File: src/rtl/tpu_pkg.sv
// tpu_pkg: shared state/target enums and bus widths for the DMA decoder, memories and sequencer
package tpu_pkg;
    localparam int ADDR_W = 6;
    localparam int DATA_W = 8;
    typedef enum logic [1:0] {IDLE, LOAD, RUN} state_e;
    typedef enum logic [1:0] {TGT_W, TGT_INP, TGT_INS} target_e;
endpackage

File: src/rtl/dma_load_sequencer.sv
// dma_load_sequencer: turns decoded DMA commands into memory-write bursts and gated core launches
module dma_load_sequencer #(
    parameter int DATA_W    = tpu_pkg::DATA_W,
    parameter int ADDR_W    = tpu_pkg::ADDR_W,
    parameter int BURST_LEN = 16
) (
    input  logic              clk,
    input  logic              reset,
    input  logic              cmd_valid,
    input  logic              fetch_w,
    input  logic              fetch_inp,
    input  logic              fetch_ins,
    input  logic              start,
    input  logic [ADDR_W-1:0] dma_address,
    input  logic              data_valid,
    input  logic [DATA_W-1:0] data_in,
    input  logic              core_done,
    output logic              w_we,
    output logic              inp_we,
    output logic              ins_we,
    output logic [ADDR_W-1:0] mem_addr,
    output logic [DATA_W-1:0] mem_wdata,
    output logic              core_start,
    output logic              busy,
    output logic              done,
    output logic              err
);
    import tpu_pkg::*;

    state_e            state_q, state_d;
    target_e           tgt_q, tgt_d;
    logic [ADDR_W-1:0] base_q, base_d;
    logic [ADDR_W:0]   cnt_q, cnt_d;
    logic [2:0]        loaded_q, loaded_d;
    logic [2:0]        we_q, we_d;
    logic [ADDR_W-1:0] addr_q, addr_d;
    logic [DATA_W-1:0] wdata_q, wdata_d;
    logic              core_start_q, core_start_d;
    logic              busy_q, busy_d;
    logic              done_q, done_d;
    logic              err_q, err_d;
    logic [2:0]        nfields;
    logic              last_word;

    assign nfields   = 3'(fetch_w) + 3'(fetch_inp) + 3'(fetch_ins) + 3'(start);
    assign last_word = cnt_q == (ADDR_W+1)'(BURST_LEN - 1);

    // Next-state and registered-output decode; commands are only honoured in IDLE
    always_comb begin
        state_d      = state_q;
        tgt_d        = tgt_q;
        base_d       = base_q;
        cnt_d        = cnt_q;
        loaded_d     = loaded_q;
        we_d         = '0;
        addr_d       = addr_q;
        wdata_d      = wdata_q;
        core_start_d = 1'b0;
        done_d       = 1'b0;
        err_d        = 1'b0;
        case (state_q)
            IDLE: begin
                if (cmd_valid && nfields == 3'd1 && !start) begin
                    tgt_d  = fetch_w ? TGT_W : fetch_inp ? TGT_INP : TGT_INS;
                    base_d = dma_address;
                    cnt_d  = '0;
                    loaded_d[tgt_d] = 1'b0;
                    state_d = LOAD;
                end else if (cmd_valid && nfields == 3'd1) begin
                    core_start_d = &loaded_q;
                    err_d        = ~&loaded_q;
                    state_d      = &loaded_q ? RUN : IDLE;
                end else begin
                    err_d = cmd_valid && nfields > 3'd1;
                end
            end
            LOAD: begin
                err_d = cmd_valid;
                if (data_valid) begin
                    we_d    = 3'(1) << tgt_q;
                    addr_d  = base_q + cnt_q[ADDR_W-1:0];
                    wdata_d = data_in;
                    cnt_d   = cnt_q + 1'b1;
                    if (last_word) begin
                        loaded_d[tgt_q] = 1'b1;
                        state_d = IDLE;
                    end
                end
            end
            RUN: begin
                err_d = cmd_valid;
                if (core_done) begin
                    done_d = 1'b1;
                    loaded_d[TGT_INP] = 1'b0;
                    state_d = IDLE;
                end
            end
            default: state_d = IDLE;
        endcase
        // busy must also cover the cycle that carries the final burst write
        busy_d = state_d != IDLE || state_q == LOAD;
    end

    // State, burst bookkeeping and output registers
    always_ff @(posedge clk or negedge reset) begin
        if (!reset) begin
            state_q      <= IDLE;
            tgt_q        <= TGT_W;
            base_q       <= '0;
            cnt_q        <= '0;
            loaded_q     <= '0;
            we_q         <= '0;
            addr_q       <= '0;
            wdata_q      <= '0;
            core_start_q <= 1'b0;
            busy_q       <= 1'b0;
            done_q       <= 1'b0;
            err_q        <= 1'b0;
        end else begin
            state_q      <= state_d;
            tgt_q        <= tgt_d;
            base_q       <= base_d;
            cnt_q        <= cnt_d;
            loaded_q     <= loaded_d;
            we_q         <= we_d;
            addr_q       <= addr_d;
            wdata_q      <= wdata_d;
            core_start_q <= core_start_d;
            busy_q       <= busy_d;
            done_q       <= done_d;
            err_q        <= err_d;
        end
    end

    assign w_we       = we_q[TGT_W];
    assign inp_we     = we_q[TGT_INP];
    assign ins_we     = we_q[TGT_INS];
    assign mem_addr   = addr_q;
    assign mem_wdata  = wdata_q;
    assign core_start = core_start_q;
    assign busy       = busy_q;
    assign done       = done_q;
    assign err        = err_q;
endmodule

File: config.mk
export PLATFORM = sky130hd
export DESIGN_NAME = dma_load_sequencer
export DESIGN_NICKNAME = d
export VERILOG_FILES = /design/src/rtl/tpu_pkg.sv /design/src/rtl/dma_load_sequencer.sv
export SDC_FILE = /design/constraint.sdc
export NUM_CORES = 1
export LEC_CHECK = 0
export CAP_MARGIN = 20
export CELL_PAD_IN_SITES_DETAIL_PLACEMENT = 0
export CELL_PAD_IN_SITES_GLOBAL_PLACEMENT = 1
export CORE_MARGIN = 2
export CORE_UTILIZATION = 39
export DETAILED_ROUTE_END_ITERATION = 12
export GPL_ROUTABILITY_DRIVEN = 0
export PLACE_DENSITY = 0.89
export SETUP_SLACK_MARGIN = 0.5
export SYNTH_ARGS = -nofsm -noshare
export SYNTH_HDL_FRONTEND = slang
export SYNTH_SLANG_ARGS = --single-unit
File: constraint.sdc
create_clock -name clk -period 2.4 [get_ports clk]
set_input_delay 0.36 -clock clk [delete_from_list [all_inputs] [get_ports clk]]
set_output_delay 0.36 -clock clk [all_outputs]
set_load 0.03 [all_outputs]
==> flow_metrics.py <==
metrics = {
    "yosys": {
        "synth-edff-count": 0,
        "async_reset_ff_share_pct": 100,
        "synth_top_area_share_pct": 47.0,
        "synth_seq_cells": 41,
        "synth.yosys.seq_area_share_pct": 47.0,
        "synth.most_common_cell": "nand2_1",
        "synth_cell_types": 42,
        "syn_nets": 259,
        "synth.avg_cell_area_um2": 10.0,
        "netlist_instances": 218,
        "synth_top_area_cell": "dfrtp_1",
        "ys.warnings.count": 0,
        "synthTopCellsByCount": "nand2_1 (48), dfrtp_1 (41), ha_1 (16), o21ai_0 (13)",
        "synth_ff_type": "dfrtp_1",
        "syn_area_mm2": 0.00218,
        "synth_area_leaders": "dfrtp_1 (47%), ha_1 (9.2%), nand2_1 (8.3%), mux2_2 (5.2%), o21ai_0 (3.0%)",
    },
    "detailed_routing": {
        "drc_errors": 0,
        "ant_nets": 0,
        "routedWlPerCell_um": 13.7,
        "route.vias.total": 1783,
        "viasPerCell": 5.07,
        "wirelength_um": 4820,
        "drtPass1Iterations": 4,
        "drt_iter0_markers": 48,
    },
    "sta": {
        "holdWs_ns": 0.178,
        "setup_viol": 0,
        "skew_ns": 0.0114,
        "period_minus_slack_ns": 2.26,
        "tns_ns": 0,
        "hold_viol": 0,
        "period_share_pct": 94.1,
        "slew_viol_final": 0,
        "max_slew_margin_pct": 40.6,
        "fmax_ghz": 0.443,
        "worstMarginPinSlew_ns": 0.891,
        "grt_setup_unrepaired": "true",
    },
    "cts": {
        "htreeDepth": 2,
        "cts.clk_slew.worst_paths_ns": 0.09,
        "cts_buffers": 5,
        "clock_latency_ns": 0.30,
        "clockBufferDepth": 2,
        "cts_tree": "built",
        "hold_buffers": 0,
        "root_buffer": "clkbuf_8",
        "clkSinkCount": 41,
    },
    "floorplan": {
        "dieArea_mm2": 0.00621,
        "std_cell_rows": 27,
        "fp.dieH_um": 78.8,
        "start_util_pct": 39.9,
        "core_area_mm2": 0.00547,
        "ios": 44,
        "die_w_um": 78.8,
    },
    "power_and_ir_drop": {
        "total_power_mw": 2.96,
        "p_per_area_mw_per_mm2": 983,
        "vdd_drop_max_mv": 0.485,
        "power.leakage_nw": 1.34,
    },
    "run": {
        "drv_cap": 0,
    },
    "place": {
        "hpwlAfterDp_um": 3450,
        "io_buffers": 43,
        "placed_area_mm2": 0.00277,
    },
    "worst_hold_path": {
        "min_path_type": "in2async",
    },
    "layout": {
        "diodes": 0,
        "fillers": 505,
        "final_util_pct": 54.9,
        "drive_gt1_share_pct": 22.1,
        "syn_to_final_growth_pct": 37.7,
        "nets": 320,
        "design_area_mm2": 0.00301,
    },
    "grt": {
        "antenna_found_initial": 0,
        "grt-ovfl-total": 0,
        "grt_usage_pct": 16.2,
        "grt_start_max_net_pins": 42,
        "grt_pass1_wl_um": 7800,
        "grt_pass1_vias": 1725,
    },
    "setup_path": {
        "crit_fanout": 3,
        "critPathArrivalTime_ns": 2.48,
        "crit_path_end_kind": "register",
        "criticalPathCategory": "in2reg",
        "critical_path_required_ns": 2.62,
        "critPathLaunchType": "primary input",
    },
    "run_status": {
        "status": "completed",
    },
}
-- metal layers --
metal | wire length [um] | track usage, % | up-vias
li1 | - | - | 890
met3 | 117 | 3.86 | 4
met2 | 2460 | 28.1 | 22
met5 | 0 | 0 | -
met4 | 59 | 5.17 | 0
met1 | 2170 | 20.0 | 867
-- repair_timing --
| action | 4_1_cts | 5_1_grt |
|---|---|---|
| setup buffers | 4 | 3 |
| setup endpoints to repair | 23 | 23 |
| gates resized for setup | 22 | 16 |
| cloned | 1 | 0 |
| hold endpoints to repair | 0 | 0 |
| pin swaps | 8 | 2 |
-- per-stage QoR --
stage                     worst slack [ns]  std cells
after floorplan                     0.0751        218
after global placement              -0.464        336
after detailed placement            -0.532        336
after CTS                            0.170        349
after global routing                 0.101        352
final                                0.141        352
-- state kept, by name, indices dropped and copies added (netlist names) --
name        cells
base_q          6
busy            1
cnt_q           7
core_start      1
done            1
err             1
loaded_q        3
mem_addr        6
mem_wdata       8
state_q         2
tgt_q           2
we_q            3
-- final cells by class --
type                    count  area, um^2  share of cell area [%]
clock buffers               5        68.8                    2.29
clock inverters             3        21.3                   0.707
inverters                  10        37.5                    1.25
multi-input cells         161        1210                    40.3
flip-flops and latches     41        1030                    34.1
well taps                  72        90.1                    3.00
repair buffers             60         552                    18.4
-- kinds of logic (layout without fill, tap and decap cells) --
family / after synthesis / count (layout) / share of synthesized area (%)
simple gates: 87 / 87 / 20.2
compound gates: 42 / 43 / 12.2
flops: 41 / 41 / 47.0
fa+ha+maj: 18 / 18 / 11.0
buf+inv: 17 / 78 / 3.21
mux: 11 / 11 / 5.62
xor+xnor: 2 / 2 / 0.802
-- path summary, 6_finish.rpt --
check                                 start            to  slack (ns)  cells past startpoint
worst max-delay path                fetch_w      cnt_q[6]        0.14                      8
max in group asynchronous             reset     base_q[4]        1.65                      1
min in group clk                mem_addr[0]   mem_addr[0]        0.48                      2
worst min register to register  mem_addr[0]   mem_addr[0]        0.48                      2
worst min-delay path                  reset  mem_wdata[5]        0.18                      1
worst max register to register   state_q[0]      cnt_q[6]        0.32                      6
-- report_power, final --
group          internal, mW  switching (mW)  total [mW]
sequential            0.907           0.141        1.05
clock                 0.206           0.253       0.459
combinational         0.685           0.764        1.45
-- cells in the final DEF (no fill, tap or decap), types with 4 or more instances in the layout --
cell and instances:
nand2_1 47, clkdlybuf4s50_1 39, buf_4 15, clkbuf_8 5, nand3_1 5, inv_1 10
o21ai_0 6, a21oi_1 5, ha_1 13, o21ai_1 5, a21oi_2 4, mux2_2 10
dfrtp_1 41, o31ai_1 4, nor2_1 4
-- critical path, stage by stage --
cell	delay, ns
buf_6	0.10
fa_1	0.53
ha_4	0.20
ha_4	0.23
nand4bb_4	0.20
o21a_4	0.22
or4_1	0.49
a21oi_1	0.14
Power figures use the tool's default switching activity.
==> edit (same flow settings) <==
`BURST_LEN`: 16 -> 12.
--- a/src/rtl/dma_load_sequencer.sv
+++ b/src/rtl/dma_load_sequencer.sv
@@ -4,3 +4,3 @@
     parameter int ADDR_W    = tpu_pkg::ADDR_W,
-    parameter int BURST_LEN = 16
+    parameter int BURST_LEN = 12
 ) (
Formal check against the unedited RTL: no difference found for any inputs over 10 cycles, from zero or initial values and one cycle with reset low; that may be too few to reach the edited logic, so the function may still have changed.
==> edit against the unedited design <==
First-iteration DRC count grew 44%; worst setup slack improved by 16 ps; power is 5.8% higher; die area rose by 0.22%; largest cell class unchanged; cell area rose by 0.92%; area after synthesis is 0.23% higher; sequential cell count unchanged; routed wire length increased by 7.7%.
==> edit: results (changes against the unedited design) <==
** Logic synthesis
- Among all flip-flop cells after synthesis, the most frequent one is dfrtp_1.
- Seq/Total Area, Yosys :: 0.469 (-0.00107)
- Distinct cells, synth :: 42 (unchanged)
- The count of warnings emitted by yosys is 0 (unchanged).
- Counting instances in the post-synthesis netlist gives the leading cell types as 48 x nand2_1, 41 x dfrtp_1, 16 x ha_1.
- The share of flip-flops with an asynchronous set or reset after synthesis is 1.00 (unchanged).
- The synthesized netlist net count was 261 (+0.77%).
- Top cells by area, synth :: dfrtp_1 47%, ha_1 9.1%, nand2_1 8.2%

** Routing
- The number of detailed-route iterations in the first pass is 4 (unchanged).
- Violation count after the first detailed-route iteration :: 69 (+44%)
- Wire length per cell :: 14.8 um (+8.4%)
- Post-DR vias/cell :: 5.23 (+3.2%)

** Clocking
- Clock tree root buffer cell :: clkbuf_8
- The number of buffers created by CTS came to 5 (unchanged).
- The maximum clock path buffer count came to 2 (unchanged).
- Clk pin slew, worst setup/hold paths :: 90 ps (about the same)
- The later pin in the worst-skew pair is clocked with a latency of 310 ps.
- H-tree level count :: 2 (unchanged)

** Global routing
- Initial antenna violation count :: 0 (unchanged)
- Number of global-route vias before repair :: 1859 (+7.8%)
- The first-pass GRT wire length is 8570 um (+9.8%).
- GR Util All Layers :: 0.178 (+0.0159)
- Maximum number of pins on one net before global-route repair :: 42 (unchanged)

** Placement
- The post-detailed-placement half-perimeter wirelength came to 3590 um (+4.1%).
- The placed instance area is 0.00279 mm2 (+0.54%).
- Count of buffers inserted at the top-level ports :: 43 (unchanged)

** Cells and area
- Flip-flop count of the largest register after layout :: 8 (unchanged)
- The number of diodes added for antenna fixing came to 0 (unchanged).
- The post-layout net count is 318 (-0.63%).
- The count of fill cells added during filler insertion came to 511 (+1.2%).
- Fraction of final layout cells sized beyond drive strength 1 :: 0.223 (+0.00159)

** Pwr
- The peak supply drop was 471 uV (-2.9%).
- LEAKAGE :: 0.00134 uW (+0.23%)

** Timing
- The actual slew at the worst max-slew pin is 931 ps (+39.4 ps).
- The clock skew was 5.47 ps (-5.88 ps).
- Final setup fails :: 0 (unchanged)

** Worst setup path
- FF-to-FF path depth :: 6 (unchanged)
- The data arrival time at the worst-slack endpoint came to 2430 ps (-50 ps).
- Largest stage delay on the critical path :: 540 ps
- The startpoint identified for the worst register-to-register timing path is state_q[1].
- First element of the critical path :: start
- The largest driver fanout on the critical path came to 4 (+1).
- Standard cell with the maximum stage delay on the critical path :: or4b_4

** Run status
- The flow ran to the end, and the final reports show no timing, DRC or antenna violations.

** Worst hold path
- Path category of the worst min-delay check :: input pin to asynchronous set/reset pin
## edit: layout make-up
type,count,area (um2),area share
Multi-Input combinational cell,162,1240,0.409
Tap cell,72,90.1,0.0297
Inverter,10,37.5,0.0124
Timing Repair Buffer,57,543,0.179
Sequential cell,41,1030,0.339
Clock buffer,5,68.8,0.0227
Clock inverter,3,25.0,0.00825
## edit: cell families (layout without fill, tap and decap cells)
| kind of cell | count (synthesis) | in the layout | synth area share |
|---|---|---|---|
| adders and majority gates | 18 | 18 | 0.110 |
| muxes | 10 | 10 | 0.0515 |
| xor gates and xnor gates | 2 | 2 | 0.00801 |
| DFF | 41 | 41 | 0.469 |
| AOI/OAI and AO/OA | 44 | 44 | 0.141 |
| buffers and inverters | 17 | 75 | 0.0292 |
| and+or+nand+nor | 88 | 88 | 0.192 |
## edit: routing by layer
metal | part of all wire | wire (um) | track usage
met3 | 0.037 | 191 | 0.0386
met5 | 0 | 0 | 0
met2 | 0.52 | 2680 | 0.321
met4 | 0.018 | 93 | 0.0672
met1 | 0.43 | 2230 | 0.207
## edit: final timing paths
| path | endpoint | slack (ps) |
|---|---|---|
| hold / removal | mem_addr[2] | 190 |
| max in group asynchronous | cnt_q[1] | 1580 |
| setup / recovery | cnt_q[5] | 160 |
| setup reg to reg | cnt_q[3] | 310 |
| min in group clk | mem_addr[3] | 480 |
| hold reg to reg | mem_addr[3] | 480 |
## edit: critical path, delay by kind of cell
kind | cells | cell delay, ps
adder cells (fa/ha/maj) | 3 | 940
AND/OR/NAND/NOR | 2 | 740
buffers and inverters | 2 | 250
AO/OA/AOI/OAI | 1 | 140
## edit: repair_timing
item / 4_1_cts / 5_1_grt
setup buffers: 1 / 1
resized for setup: 24 / 21
pin swaps: 7 / 12
endpoints found under the setup margin: 24 / 23
## edit: metrics by stage
step,setup slack (ps),cells,utilization
final,157,350,0.554
after global routing,128,350,0.554
after CTS,79.7,349,0.537
after detailed placement,-604,340,0.510
after global placement,-536,340,0.510
after floorplan,-81.8,220,-
## edit: power breakdown
part	total, uW	leakage (uW)	switching [uW]	internal (uW)
Sequential	1100	0.000530	183	921
Combinational	1530	0.000770	825	710
Clock	487	0.0000447	277	210
